`config.mk`:
```
export PLATFORM = sky130hd
export DESIGN_NAME = instmem_loader_v4
export DESIGN_NICKNAME = d
export VERILOG_FILES = /design/src/rtl/instmem_pkg.sv /design/src/rtl/instmem_ram64.sv /design/src/rtl/instmem_loader_v4.sv
export SDC_FILE = /design/constraint.sdc
export NUM_CORES = 2
export LEC_CHECK = 0
export BUFFER_PORTS_ARGS = -buffer_cell sky130_fd_sc_hd__buf_2
export CAP_MARGIN = 20
export CORE_ASPECT_RATIO = 0.5
export CORE_UTILIZATION = 55
export DETAILED_ROUTE_END_ITERATION = 8
export PLACE_DENSITY = 0.71
export SLEW_MARGIN = 0
export SYNTH_ARGS = -nofsm -noshare
export SYNTH_HDL_FRONTEND = slang
export SYNTH_HIERARCHICAL = 1
export SYNTH_SLANG_ARGS = --single-unit
```
`constraint.sdc`:
```
create_clock -name clk -period 6.2 [get_ports clk]
set_input_delay 0 -clock clk [delete_from_list [all_inputs] [get_ports clk]]
set_output_delay 0 -clock clk [all_outputs]
set_load 0.1 [all_outputs]
```
`src/rtl/instmem_pkg.sv`:
```
// Shared definitions for the boot-time program loader: frame constants,
// loader FSM states and the checksum helper.
package instmem_pkg;

  localparam int         IMEM_DEPTH_LOG2 = 6;
  localparam int         IMEM_WORDS      = 64;
  localparam logic [7:0] MAGIC           = 8'hA5;

  typedef enum logic [2:0] {
    ST_IDLE  = 3'd0,
    ST_COUNT = 3'd1,
    ST_DATA  = 3'd2,
    ST_CSUM  = 3'd3,
    ST_DONE  = 3'd4,
    ST_ERROR = 3'd5
  } loader_state_e;

  function automatic logic [7:0] csum_add(input logic [7:0] acc, input logic [7:0] b);
    return acc + b;
  endfunction

endpackage

```
`src/rtl/instmem_ram64.sv`:
```
// Instruction RAM: one synchronous write port, one asynchronous read port.
// Contents are deliberately not reset so a program survives a loader reset.
module instmem_ram64 #(
  parameter int AW = 6
) (
  input  logic          clk,
  input  logic          we,
  input  logic [AW-1:0] wa,
  input  logic [31:0]   wd,
  input  logic [AW-1:0] ra,
  output logic [31:0]   rd
);

  logic [31:0] r_mem [0:(1<<AW)-1];

  // Write port
  always_ff @(posedge clk) begin
    if (we) begin
      r_mem[wa] <= wd;
    end
  end

  assign rd = r_mem[ra];

endmodule

```
`src/rtl/instmem_loader_v4.sv`:
```
// Framed byte-stream program loader feeding the instruction RAM; holds the
// core in reset until a frame with a valid checksum has been written.
module instmem_loader_v4 #(
  parameter int         DEPTH_LOG2 = 6,
  parameter logic [7:0] MAGIC      = 8'hA5
) (
  input  logic        clk,
  input  logic        clrn,
  input  logic [7:0]  rx_data,
  input  logic        rx_valid,
  output logic        rx_ready,
  input  logic [31:0] a,
  output logic [31:0] inst,
  output logic        load_busy,
  output logic        load_done,
  output logic        load_err,
  output logic        core_clrn
);

  import instmem_pkg::*;

  localparam int         CW        = DEPTH_LOG2 + 1;
  localparam logic [8:0] MAX_WORDS = 9'd1 << DEPTH_LOG2;

  loader_state_e         r_state;
  loader_state_e         w_next_state;
  logic [CW-1:0]         r_count;
  logic [1:0]            r_byte_cnt;
  logic [DEPTH_LOG2-1:0] r_word_idx;
  logic [7:0]            r_sum;
  logic [23:0]           r_asm;
  logic                  r_rx_ready;
  logic                  r_load_busy;
  logic                  r_load_done;
  logic                  r_load_err;
  logic                  r_core_clrn;

  logic                  w_xfer;
  logic                  w_is_magic;
  logic                  w_count_ok;
  logic                  w_last_word;
  logic                  w_we;
  logic [31:0]           w_wd;
  logic [7:0]            w_csum_total;
  logic                  w_unused_a;

  assign w_xfer       = rx_valid & r_rx_ready;
  assign w_is_magic   = (rx_data == MAGIC);
  assign w_count_ok   = (rx_data != 8'd0) && ({1'b0, rx_data} <= MAX_WORDS);
  assign w_last_word  = ({1'b0, r_word_idx} == (r_count - {{(CW-1){1'b0}}, 1'b1}));
  assign w_csum_total = csum_add(r_sum, rx_data);
  assign w_wd         = {rx_data, r_asm};
  assign w_unused_a   = ^{a[31:DEPTH_LOG2+2], a[1:0]};

  // Next-state and RAM write-enable decode
  always_comb begin
    w_next_state = r_state;
    w_we         = 1'b0;
    case (r_state)
      ST_IDLE: begin
        if (w_xfer && w_is_magic) begin
          w_next_state = ST_COUNT;
        end else begin
          w_next_state = ST_IDLE;
        end
      end
      ST_COUNT: begin
        if (w_xfer) begin
          w_next_state = w_count_ok ? ST_DATA : ST_ERROR;
        end else begin
          w_next_state = ST_COUNT;
        end
      end
      ST_DATA: begin
        if (w_xfer && (r_byte_cnt == 2'd3)) begin
          w_we         = 1'b1;
          w_next_state = w_last_word ? ST_CSUM : ST_DATA;
        end else begin
          w_next_state = ST_DATA;
        end
      end
      ST_CSUM: begin
        if (w_xfer) begin
          w_next_state = (w_csum_total == 8'd0) ? ST_DONE : ST_ERROR;
        end else begin
          w_next_state = ST_CSUM;
        end
      end
      ST_DONE: begin
        w_next_state = ST_DONE;
      end
      ST_ERROR: begin
        if (w_xfer && w_is_magic) begin
          w_next_state = ST_COUNT;
        end else begin
          w_next_state = ST_ERROR;
        end
      end
      default: begin
        w_next_state = ST_IDLE;
      end
    endcase
  end

  // State register and frame datapath (count, byte assembler, checksum)
  always_ff @(posedge clk) begin
    if (!clrn) begin
      r_state    <= ST_IDLE;
      r_count    <= {CW{1'b0}};
      r_byte_cnt <= 2'd0;
      r_word_idx <= {DEPTH_LOG2{1'b0}};
      r_sum      <= 8'd0;
      r_asm      <= 24'd0;
    end else begin
      r_state <= w_next_state;
      if (w_xfer) begin
        case (r_state)
          ST_IDLE, ST_ERROR: begin
            if (w_is_magic) begin
              r_sum      <= 8'd0;
              r_byte_cnt <= 2'd0;
              r_word_idx <= {DEPTH_LOG2{1'b0}};
            end
          end
          ST_COUNT: begin
            r_count <= rx_data[CW-1:0];
          end
          ST_DATA: begin
            // Bytes arrive LSB first, so shift new bytes in from the top
            r_asm      <= {rx_data, r_asm[23:8]};
            r_sum      <= w_csum_total;
            r_byte_cnt <= r_byte_cnt + 2'd1;
            if (r_byte_cnt == 2'd3) begin
              r_word_idx <= r_word_idx + {{(DEPTH_LOG2-1){1'b0}}, 1'b1};
            end
          end
          default: begin
            r_sum <= r_sum;
          end
        endcase
      end
    end
  end

  // Status outputs registered from the upcoming state
  always_ff @(posedge clk) begin
    if (!clrn) begin
      r_rx_ready  <= 1'b1;
      r_load_busy <= 1'b0;
      r_load_done <= 1'b0;
      r_load_err  <= 1'b0;
      r_core_clrn <= 1'b0;
    end else begin
      r_rx_ready  <= (w_next_state != ST_DONE);
      r_load_busy <= (w_next_state == ST_COUNT) || (w_next_state == ST_DATA) ||
                     (w_next_state == ST_CSUM);
      r_load_done <= (w_next_state == ST_DONE);
      r_load_err  <= (w_next_state == ST_ERROR);
      r_core_clrn <= (w_next_state == ST_DONE);
    end
  end

  assign rx_ready  = r_rx_ready;
  assign load_busy = r_load_busy;
  assign load_done = r_load_done;
  assign load_err  = r_load_err;
  assign core_clrn = r_core_clrn;

  instmem_ram64 #(
    .AW (DEPTH_LOG2)
  ) u_ram (
    .clk (clk),
    .we  (w_we),
    .wa  (r_word_idx),
    .wd  (w_wd),
    .ra  (a[DEPTH_LOG2+1:2]),
    .rd  (inst)
  );

endmodule

```
* Word-level counts from Yosys, hierarchy flattened
Memories as Yosys holds them, arrays and structs flattened.
Cells that the tools add are included.
** Storage, ports and cells
- Memories kept :: 1
- Input bits :: 43
- Register bits :: 54
- Word-level logic and storage cells :: 67
- Memory bits (writable) :: 2048
** Operators by class
- Equality and inequality tests :: 16
- $add $sub $neg :: 4
- Mux-type cells :: 20
- Reductions and logical operators :: 14
- Magnitude comparators :: 1
- Bitwise operators :: 1
** Memories
- u_ram.r_mem :: depth 64, bits a word 32, rd ports 1, clocked after memory_dff 0, wr ports 1, line instmem_ram64.sv:14 : logic [31:0] r_mem [0:(1<<AW)-1];
** Operators with widths (count)
- $pmux W3 S6 :: 1
- $pmux W8 S2 :: 1
- $eq A3 B2 Y1 const B :: 4
- $eq A3 B3 Y1 const B :: 4
- $mux W3 :: 4
- $mux W6 :: 2
- $pmux W6 S2 :: 1
- $add A8 B8 Y8 :: 1
- $eq A8 B8 Y1 const B :: 1
- $le A8 B7 Y1 const B :: 1
- $logic_not A8 Y1 :: 1
- $mux W1 :: 8
- $mux W8 :: 1
- $reduce_bool A8 Y1 :: 1
- $eq A6 B7 Y1 :: 1
- $sub A7 B1 Y7 const B :: 1
- $add A6 B1 Y6 const B :: 1
- $eq A3 B1 Y1 const B :: 2
- $ne A2 B2 Y1 const B :: 2
- $pmux W2 S2 :: 1
- $reduce_and A2 Y1 :: 2
- $reduce_and A4 Y1 :: 1
- $logic_and A1 B1 Y1 :: 3
- $logic_not A3 Y1 :: 1
- other kinds (9) :: 10

* Depth between registers and ports, before layout
- Depth after elaboration :: 8
- Depth in mapped cells :: 10
- Mapped depth without buffers :: 8

* By module
Netlist, hierarchy kept.
** Modules (own cells, without submodules)
- instmem_ram64 :: area each 77874.7 um^2, instances 1, cells an instance 3292
- instmem_loader_v4 :: area each 2615.0 um^2, instances 1, cells an instance 311

* Worst setup path after synthesis
OpenSTA, ideal clock, no wires.
- Path kind :: reg-to-reg
- From :: register r_rx_ready, in the netlist rx_ready
- To :: memory u_ram.r_mem[48][0], enable pin
- Required time :: 5.739 ns
- Cell stages (with the launch flop) :: 6
- Buffers on the path :: 0
- Clock period less this slack :: 4.759 ns
- Arrival :: 4.298 ns
- Setup slack :: 1.441 ns
- Cell sequence :: dfxtp_1 > nand3_1 > nor4b_2 > nor2b_1 > nand4b_1 > nor3_1
** Between the ends
- Longest elaborated chain between the ends :: 6
** Ends and longest elaborated chain
- start: declaration :: line instmem_loader_v4.sv:32 : logic r_rx_ready;
- start signal: assignment :: line instmem_loader_v4.sv:154 : r_rx_ready <= (w_next_state != ST_DONE);
- $and A1 B1 Y1 :: line instmem_loader_v4.sv:47 : assign w_xfer = rx_valid & r_rx_ready;
- $logic_and A1 B1 Y1 :: line instmem_loader_v4.sv:75 : if (w_xfer && (r_byte_cnt == 2'd3)) begin
- $mux W1 :: line instmem_loader_v4.sv:75
- $mux W1 :: line instmem_loader_v4.sv:59 : case (r_state)
- net w_we :: line instmem_loader_v4.sv:42 : logic w_we;
- $mux W1 :: line instmem_ram64.sv:18 : if (we) begin
- $mux W1 (not written as such) :: line instmem_ram64.sv:19 : r_mem[wa] <= wd;
- end: declaration :: line instmem_ram64.sv:14
The timed path passes the listed nets, and every way through them passes these cells.

* Worst setup path after layout
- From :: register r_byte_cnt[0]
- To :: memory u_ram.r_mem[22][21], enable pin
** Between the ends
- Longest elaborated chain between the ends :: 6
** Ends and longest elaborated chain
- start: declaration :: line instmem_loader_v4.sv:28 : logic [1:0] r_byte_cnt;
- start signal: assignment :: line instmem_loader_v4.sv:132 : r_byte_cnt <= r_byte_cnt + 2'd1;
- $eq A2 B2 Y1 :: line instmem_loader_v4.sv:75
- $logic_and A1 B1 Y1 :: line instmem_loader_v4.sv:75
- $mux W1 :: line instmem_loader_v4.sv:75
- $mux W1 :: line instmem_loader_v4.sv:59
- net w_we :: line instmem_loader_v4.sv:42
- $mux W1 :: line instmem_ram64.sv:18
- $mux W1 (not written as such) :: line instmem_ram64.sv:19
The timed path passes the listed nets, and every way through them passes these cells.

==> flow_metrics.tcl <==
set metrics [dict create \
    synth_top_cell_by_area "edfxtp_1" \
    setup_tns_ns 0 \
    layout_common_cells "2048 x edfxtp_1, 544 x mux4_2, 179 x clkbuf_16" \
    grt_start_max_net_pins 98 \
    die_h_um 273 \
    ctsRootBufferMaster "clkbuf_16" \
    status "complete, no violations" \
    wire_per_inst_um 33.0 \
    synth-async-reset-ratio_pct 0 \
    cts_tree "yes" \
    reg2reg_from "r_byte_cnt[0]" \
    worstMarginPinSlew_ns 1.11 \
    slew_headroom_pct 25.9 \
    io_buffer_count 53 \
    critPathKind "flop to flop" \
    yosysWarnings 6 \
    synthFlopType "edfxtp_1" \
    fp-row-count 98 \
    finalCriticalPeriod_ns 3.88 \
    grt_pass1_wl_mm 277 \
    syn_nets 3657 \
    fin_area_mm2 0.0898 \
    drtPass1Iterations 5 \
    syn_to_final_growth_pct 11.6 \
    grt_remaining_overflow 0 \
    dpl.hpwl_mm 107 \
    clk-insertion-delay-late_ns 0.80 \
    dp_cells 5557 \
    cap_violations 0 \
    grt_antenna_before_repair 6 \
    hold_viol_final 0 \
    hold_start "clrn" \
    cts.sinks 2102 \
    final_antenna_net_count 0 \
    fin_cells 5903 \
    wirelength_mm 195 \
    synthTopCellsByArea "edfxtp_1 76%, mux4_2 15%, dfxtp_1 1.3%" \
    coreArea_mm2 0.144 \
    grt_pass1_vias 39300 \
    finClkSkew_ns 0.0240 \
    crit_slowest_cell "nor2_4" \
    cts-htree-levels 4 \
    fin_crit_sh_pct 62.6 \
    die_area_mm2 0.148 \
    ys_ff_latch 2102 \
    p_leak_uw 0.0265 \
    vdd_ir_drop_max_mv 0.231 \
    die_w_um 543 \
    synthDistinctLibCells 58 \
    placed_area_mm2 0.0841 \
    nets 3858 \
    cp_max_fo 17 \
    layout-drive-gt1-share_pct 27.6 \
    initial_utilization_pct 55.9 \
    setup_viol 0 \
    clockBufferDepth 3 \
    crit_required_ns 6.66 \
    viasPerCell 6.64 \
    max_clock_freq_mhz 257 \
    slowest_delay_ns 0.98 \
    p_per_area_mw_per_mm2 301 \
    place_congestion 0.824 \
    cp_cell_sequence "ha_1 -> nand3_1 -> nor4b_2 -> buf_4 -> nor2b_1 -> nand3_1 -> nor2_4 -> buf_4" \
    hold_path.class "input pin to flop" \
    worstPathArrival_ns 4.34 \
    rsz0062_at_grt "false" \
    worstSetupStartpointType "flop" \
    cp-end-kind "flop" \
    final_common_cell "edfxtp_1" \
    synthCells 3603 \
    mappedNetlistArea_mm2 0.0805 \
    drv_slew 0 \
    ios 80 \
    synth-edff-count 2048 \
    clk_pin_slew_ns 0.07 \
    drtIter0Drc 5901 \
    yosysSeqAreaShare_pct 77.7 \
    drc 0 \
    avgSynthCellArea_um2 22.3 \
    cts_made_buffers 176 \
    grtUsageTotal_pct 26.7 \
    vias 39200 \
    synth_top_area_share_pct 76.4 \
    startpoint "r_byte_cnt[0]" \
]
final cells by class:
type	count	area (um^2)
Clock buffer	239	4740
Tap cell	1950	2440
Multi-Input combinational cell	1301	17400
Fill cell	9405	54200
Clock inverter	86	714
Timing Repair Buffer	218	1880
Inverter	5	18.8
Sequential cell	2102	62600
Antenna cell	2	5.00
through the flow:
stage	hold WS (ns)	setup WS (ns)	utilization, %	power (uW)
3_3_place_gp	0.284	2.50	58.3	16600
4_1_cts	0.0145	2.41	62.2	27200
6_report	0.0749	2.32	62.4	27100
3_5_place_dp	0.298	2.44	58.4	16700
2_1_floorplan	0.0989	1.44	-	16300
5_1_grt	0.0774	2.21	62.4	27800
kinds of logic after synthesis:
family	after synthesis	synth area share [%]
adders and majority gates	11	0.180
buffers and inverters	200	1.19
and+or+nand+nor	358	2.04
DFF	2102	77.7
xor gates and xnor gates	20	0.218
AOI/OAI and AO/OA	267	2.15
muxes	645	16.5
sequential cells by signal (all words and copies together), names as in the netlist:
| signal | cells |
|---|---|
| rx_ready | 1 |
| load_busy | 1 |
| r_word_idx | 6 |
| r_sum | 8 |
| core_clrn | 1 |
| load_err | 1 |
| r_state | 3 |
| r_byte_cnt | 2 |
| r_count | 7 |
| r_asm | 24 |
| u_ram/r_mem | 2048 |
cell usage after synthesis (3+ instances only):
master,count
o21ai_0,4
buf_2,60
nand3_1,12
a21oi_1,96
a22oi_1,17
nand4_1,3
o22ai_1,84
buf_1,21
or3b_2,3
o221ai_1,27
a211oi_1,5
nor4b_2,4
and3_1,6
nor3b_1,3
mux4_2,544
clkbuf_1,83
xor2_1,8
nor2b_1,18
nand3b_1,6
dfxtp_1,54
nand2b_1,8
a311oi_1,10
nor3_1,14
a41o_1,6
mux2i_1,101
and2_1,5
o21ai_1,3
nand2_1,87
ha_1,10
or3_1,3
buf_6,5
o32ai_1,4
xnor2_1,12
edfxtp_1,2048
buf_4,26
nor2_1,171
inv_1,5
critical path, delay by kind of cell (launching register included):
family,cells,cell delay [ns]
fa+ha+maj,1,0.21
buf+inv,2,0.71
flops,1,0.36
simple gates,5,2.22
path summary, 6_finish.rpt:
kind                          to  slack, ns  depth (start not counted)
max          u_ram/r_mem[22][21]       2.32                          8
min                     r_sum[5]       0.07                          3
max reg2reg  u_ram/r_mem[22][21]       2.32                          8
min reg2reg             r_sum[3]       0.51                          2
routing by layer:
| layer | wire, um | global-route usage (%) |
|---|---|---|
| met1 | 75100 | 38.1 |
| met5 | 13 | 0 |
| met4 | 5060 | 7.86 |
| met2 | 90600 | 40.4 |
| met3 | 23900 | 8.00 |
power breakdown:
| group | internal (uW) | leakage (uW) | switching, uW | total (uW) |
|---|---|---|---|---|
| Clock | 5770 | 0.00266 | 4960 | 10700 |
| Combinational | 299 | 0.00572 | 663 | 962 |
| Sequential | 15400 | 0.0181 | 0.185 | 15400 |
what timing repair did:
action                                 4_1_cts  5_1_grt
hold buffers                                10        0
setup buffers                                0        0
gates resized for setup                      0        0
endpoints found under the hold margin      534        0
(Power assumes the default switching activity.)
